File: src/rtl/fir_decim_sink.sv
// Decimating sink for the FIR output: keep-one (default) or block-averaging
// decimation into a show-ahead FIFO drained through a ready/valid port.
// Define FIR_DECIM_AVG_EN to build the averaging mode.
module fir_decim_sink #(
  parameter int DATA_W     = 16,
  parameter int DECIM      = 8,
  parameter int FIFO_DEPTH = 16
) (
  input  logic                            sys_clk,
  input  logic                            sys_rst,
  input  logic signed [DATA_W-1:0]        fir_in,
  input  logic                            fir_in_valid,
  output logic signed [DATA_W-1:0]        m_data,
  output logic                            m_valid,
  input  logic                            m_ready,
  output logic [$clog2(FIFO_DEPTH):0]     fifo_level,
  output logic                            overflow,
  input  logic                            clr_ovf
);

  localparam int PH_W  = $clog2(DECIM);
  localparam int PTR_W = $clog2(FIFO_DEPTH);
  localparam int LVL_W = PTR_W + 1;
  localparam logic [PH_W-1:0]  PH_LAST = PH_W'(DECIM - 1);
  localparam logic [LVL_W-1:0] LVL_FULL = LVL_W'(FIFO_DEPTH);

  logic [PH_W-1:0]          phase;
  logic                     push;
  logic signed [DATA_W-1:0] push_data;
  logic                     pop;
  logic                     push_ok;
  logic                     drop;

  logic signed [DATA_W-1:0] mem [FIFO_DEPTH];
  logic [PTR_W-1:0]         wr_ptr;
  logic [PTR_W-1:0]         rd_ptr;

  always_ff @(posedge sys_clk) begin
    if (sys_rst) begin
      phase <= '0;
    end else if (fir_in_valid) begin
      phase <= (phase == PH_LAST) ? '0 : phase + PH_W'(1);
    end
  end

`ifdef FIR_DECIM_AVG_EN
  localparam int ACC_W = DATA_W + PH_W;

  logic signed [ACC_W-1:0] acc;
  logic signed [ACC_W-1:0] sum;

  // Width ACC_W holds the sum of DECIM full-scale samples without wrap.
  assign sum       = acc + ACC_W'(fir_in);
  assign push      = fir_in_valid && (phase == PH_LAST);
  assign push_data = DATA_W'(sum >>> PH_W);

  always_ff @(posedge sys_clk) begin
    if (sys_rst) begin
      acc <= '0;
    end else if (fir_in_valid) begin
      acc <= (phase == PH_LAST) ? '0 : sum;
    end
  end
`else
  assign push      = fir_in_valid && (phase == '0);
  assign push_data = fir_in;
`endif

  // Handshake: a word transfers on any edge where m_valid && m_ready; m_valid
  // only falls after such a transfer and m_data holds while the sink stalls.
  assign m_valid = (fifo_level != '0);
  assign pop     = m_valid && m_ready;
  assign push_ok = push && ((fifo_level != LVL_FULL) || pop);
  assign drop    = push && !push_ok;
  assign m_data  = m_valid ? mem[rd_ptr] : '0;

  always_ff @(posedge sys_clk) begin
    if (push_ok) begin
      mem[wr_ptr] <= push_data;
    end
  end

  always_ff @(posedge sys_clk) begin
    if (sys_rst) begin
      wr_ptr     <= '0;
      rd_ptr     <= '0;
      fifo_level <= '0;
    end else begin
      if (push_ok) begin
        wr_ptr <= wr_ptr + PTR_W'(1);
      end
      if (pop) begin
        rd_ptr <= rd_ptr + PTR_W'(1);
      end
      if (push_ok && !pop) begin
        fifo_level <= fifo_level + LVL_W'(1);
      end else if (!push_ok && pop) begin
        fifo_level <= fifo_level - LVL_W'(1);
      end
    end
  end

  // A drop on the same edge as a clear keeps the flag set.
  always_ff @(posedge sys_clk) begin
    if (sys_rst) begin
      overflow <= 1'b0;
    end else if (drop) begin
      overflow <= 1'b1;
    end else if (clr_ovf) begin
      overflow <= 1'b0;
    end
  end

endmodule

File: config.mk
export PLATFORM = sky130hd
export DESIGN_NAME = fir_decim_sink
export DESIGN_NICKNAME = d
export VERILOG_FILES = /design/src/rtl/fir_decim_sink.sv
export SDC_FILE = /design/constraint.sdc
export NUM_CORES = 1
export LEC_CHECK = 0
export ABC_AREA = 0
export BUFFER_PORTS_ARGS = -buffer_cell sky130_fd_sc_hd__buf_2
export CAP_MARGIN = 30
export CORE_MARGIN = 2
export CORE_UTILIZATION = 25
export DETAILED_ROUTE_END_ITERATION = 7
export GPL_TIMING_DRIVEN = 0
export PLACE_DENSITY = 0.45
export RECOVER_POWER = 25
export SETUP_SLACK_MARGIN = 0.15
export SLEW_MARGIN = 20
export SYNTH_ARGS = -nofsm -noshare
export SYNTH_HDL_FRONTEND = slang
export SYNTH_SLANG_ARGS = --single-unit
export TNS_END_PERCENT = 30
File: constraint.sdc
create_clock -name sys_clk -period 6.8 [get_ports sys_clk]
set_input_delay 2.04 -clock sys_clk [delete_from_list [all_inputs] [get_ports sys_clk]]
set_output_delay 2.04 -clock sys_clk [all_outputs]
set_load 0.01 [all_outputs]
==> qor.yml <==
cells_and_area:
  drive_gt1_share_pct: 30.36
  utilization_pct: 30.31
  diodes: 0
  nNetsFinal: 651
  regArea_um2: 8108
  multi_input_area_um2: 2648
  syn_to_final_growth_pct: 19.45
  fillers: 4191
  stdcell_count: 1224
synthesis:
  async_flop_share_pct: 0
  synth.most_common_cell: "edfxtp_1"
  avgSynthCellArea_um2: 20.78
  ys_top_cells_by_area: "edfxtp_1, mux4_2, dfxtp_1"
  synth_seq_cells: 277
  netlist_area_um2: 10930
  ys_warn_count: 0
  seq_area_frac_synth_pct: 74.18
  synth_cells: 526
  synth_edf_count: 256
  synth_commonest_cells: "edfxtp_1, mux4_2, nor2_1, nor2b_1, dfxtp_1"
  synth_ff_type: "edfxtp_1"
  yosys.area.top_type: "edfxtp_1"
  yosys.area.top_type_share_pct: 70.34
  yosysUniqueCellTypes: 42
  synth_fp_nets: 560
sta:
  period_minus_slack_ps: 5299
  worst_pin_slew_ps: 840.7
  setup_viol: 0
  tns_ps: 0
  rsz0062_at_grt: "no"
  max_freq_mhz: 188.7
  slew_headroom_pct: 43.96
  min_period_over_period_pct: 77.92
  finalHoldViolations: 0
  skew_ps: 8.491
  finalMaxSlewViolations: 0
worst_setup_path:
  required_ps: 4760
  r2r_start: "fifo_level[4]"
  crit_arrival_ps: 3260
  r2r_slack_ps: 3620
  max_stage_delay_ps: 700
  critPathMaxFanout: 10
  worstPathCellList: "clkbuf_1, clkbuf_1, mux4_2, mux2_2, a221o_1, buf_2"
  slowest_stage: "clkbuf_1"
  startpoint_type: "flip-flop"
  crit_type: "flip-flop to output port"
  crit_path_end_kind: "output port"
  worst-path-buf-inv: 3
  cpMostUsedCell: "clkbuf_1"
  r2r_cells: 11
  critPathTopFamily: "buffers and inverters"
  r2r-end: "fifo_level[3]"
min_path:
  min_from: "overflow"
  hold_path_end: "overflow"
  min_delay_path_depth: 2
  hold_class: "flip-flop to flip-flop"
run_status:
  outcome: "complete, no violations"
global_routing:
  grt_pass1_wl_um: 37100
  grt_max_degree: 17
  grt_pass1_vias: 5733
  overflow: 0
  antenna_found_initial: 0
  gr-usage-all-layers_pct: 11.32
power_and_ir_drop:
  irDropWorstVdd_mv: 0.1856
  clkPwrFrac_pct: 34.8
  switching_share_pct: 27.22
  powerDensity_nw_per_um2: 355.3
  p_comb_share_pct: 23.2
  p_switching_w: 0.001263
  p_int_w: 0.003376
  seqPwrFrac_pct: 42.0
  p_leak_nw: 4.201
route:
  vias_per_cell: 4.373
  avgRoutedWirePerCell_um: 20.74
  drtPass1Iterations: 4
  routed_wl_um: 25380
  dr.first_iter.drc_count: 383
  postRouteAntennaNets: 0
  drc: 0
  vias: 5352
floorplanning:
  core_um2: 43080
  die_w_um: 213.1
  fp-row-count: 76
  die-height_um: 213.1
  die_area_um2: 45410
  initial_core_util_pct: 25.37
  design.portCount: 44
place:
  routabilityCongestion: 0.7986
  hpwlAfterDp_um: 17230
  dp.cells: 1168
  port_buffers: 43
clock_network:
  cts.clk_slew.worst_paths_ps: 60
  cts_resized: 0
  clockRootBuffer: "clkbuf_16"
  htree_num_levels: 1
  clockBufferDepth: 3
  postCtsHoldBufs: 0
  cts_post_setup_buffers_inserted: 0
  clock-sinks: 277
  clkLatencyLatePin_ps: 550
  cts_buffers: 29
  cts_tree: "built"
flow_run:
  max_cap_violations: 0
## worst max path at each step
| stage | end | depth (start not counted) |
|---|---|---|
| final | m_data[3] | 6 |
| after global routing | m_data[3] | 6 |
| after CTS | m_data[3] | 6 |
| after detailed placement | m_data[3] | 6 |
| after global placement | mem[3][7] | 4 |
| after floorplan | fifo_level[4] | 10 |
## state kept, by name, summed over array words and instances, names as in the netlist, named ones only
signal,cells
overflow,1
wr_ptr,4
fifo_level,5
mem,256
rd_ptr,4
phase,3
## through the flow
stage          area (um^2)  power [W]  hold WS (ps)  worst slack [ps]
2_1_floorplan        10930   0.002695         480.6              2677
3_3_place_gp         11880   0.003067         465.9              1437
3_5_place_dp         12060   0.003096         463.3              1989
4_1_cts              13030   0.004720         478.8              1385
5_1_grt              13060   0.004845         513.9              1332
6_report             13060   0.004639         475.7              1501
## area by class of cell
type,instances,area share (%)
Clock inverter,21,1.773
Clock buffer,32,5.645
Inverter,8,0.2300
Buffer,25,1.169
Tap cell,585,5.607
Multi-Input combinational cell,216,20.28
Sequential cell,277,62.10
Timing Repair Buffer,60,3.191
## worst reg2reg max path, cell delays in order, from the launching register on
cell and delay [ps]:
dfxtp_1 310, clkbuf_1 250, nor2b_1 250, a21oi_2 380
clkbuf_1 340, ha_1 290, inv_1 120, ha_1 280
a21o_1 180, a21oi_1 220, nor4_1 80, or3_1 380
## routing by layer
| metal | up-vias | track usage, % | share of wire, % |
|---|---|---|---|
| li1 | 2338 | - | - |
| met2 | 131 | 19.80 | 50 |
| met4 | 0 | 1.784 | 1.3 |
| met3 | 31 | 2.427 | 5.1 |
| met1 | 2852 | 14.64 | 44 |
| met5 | - | 0 | 0 |
## power groups by stage
| stage | registers [W] | clock network [W] | logic, W |
|---|---|---|---|
| floorplan | 0.00198 | 0 | 0.000711 |
| global placement | 0.00198 | 0 | 0.00109 |
| detailed placement | 0.00199 | 0 | 0.00111 |
| CTS | 0.00195 | 0.00166 | 0.00111 |
| global route | 0.00196 | 0.00172 | 0.00117 |
| finish | 0.00195 | 0.00161 | 0.00107 |
## cell families after synthesis
family | count (synthesis) | share of synthesized area [%]
flip-flops | 277 | 74.18
multiplexers | 87 | 15.50
AND/OR/NAND/NOR | 79 | 4.087
adder cells (fa/ha/maj) | 13 | 1.557
XOR/XNOR | 7 | 0.5610
buffers and inverters | 33 | 1.671
AO/OA/AOI/OAI | 30 | 2.438
## layout by cell type (no fill, tap or decap), drive strengths merged, types with 2 or more instances in the layout
cell type / instances
edfxtp: 256
buf: 67
mux4: 64
clkbuf: 50
nor2: 25
nor2b: 24
dfxtp: 21
mux2: 18
a221o: 16
and3: 15
clkinv: 14
ha: 12
inv: 9
xor2: 6
a21oi: 6
mux2i: 5
bufinv: 5
nand2b: 3
o211ai: 3
nand2: 2
o21ai: 2
nor4: 2
(Power assumes the default switching activity.)
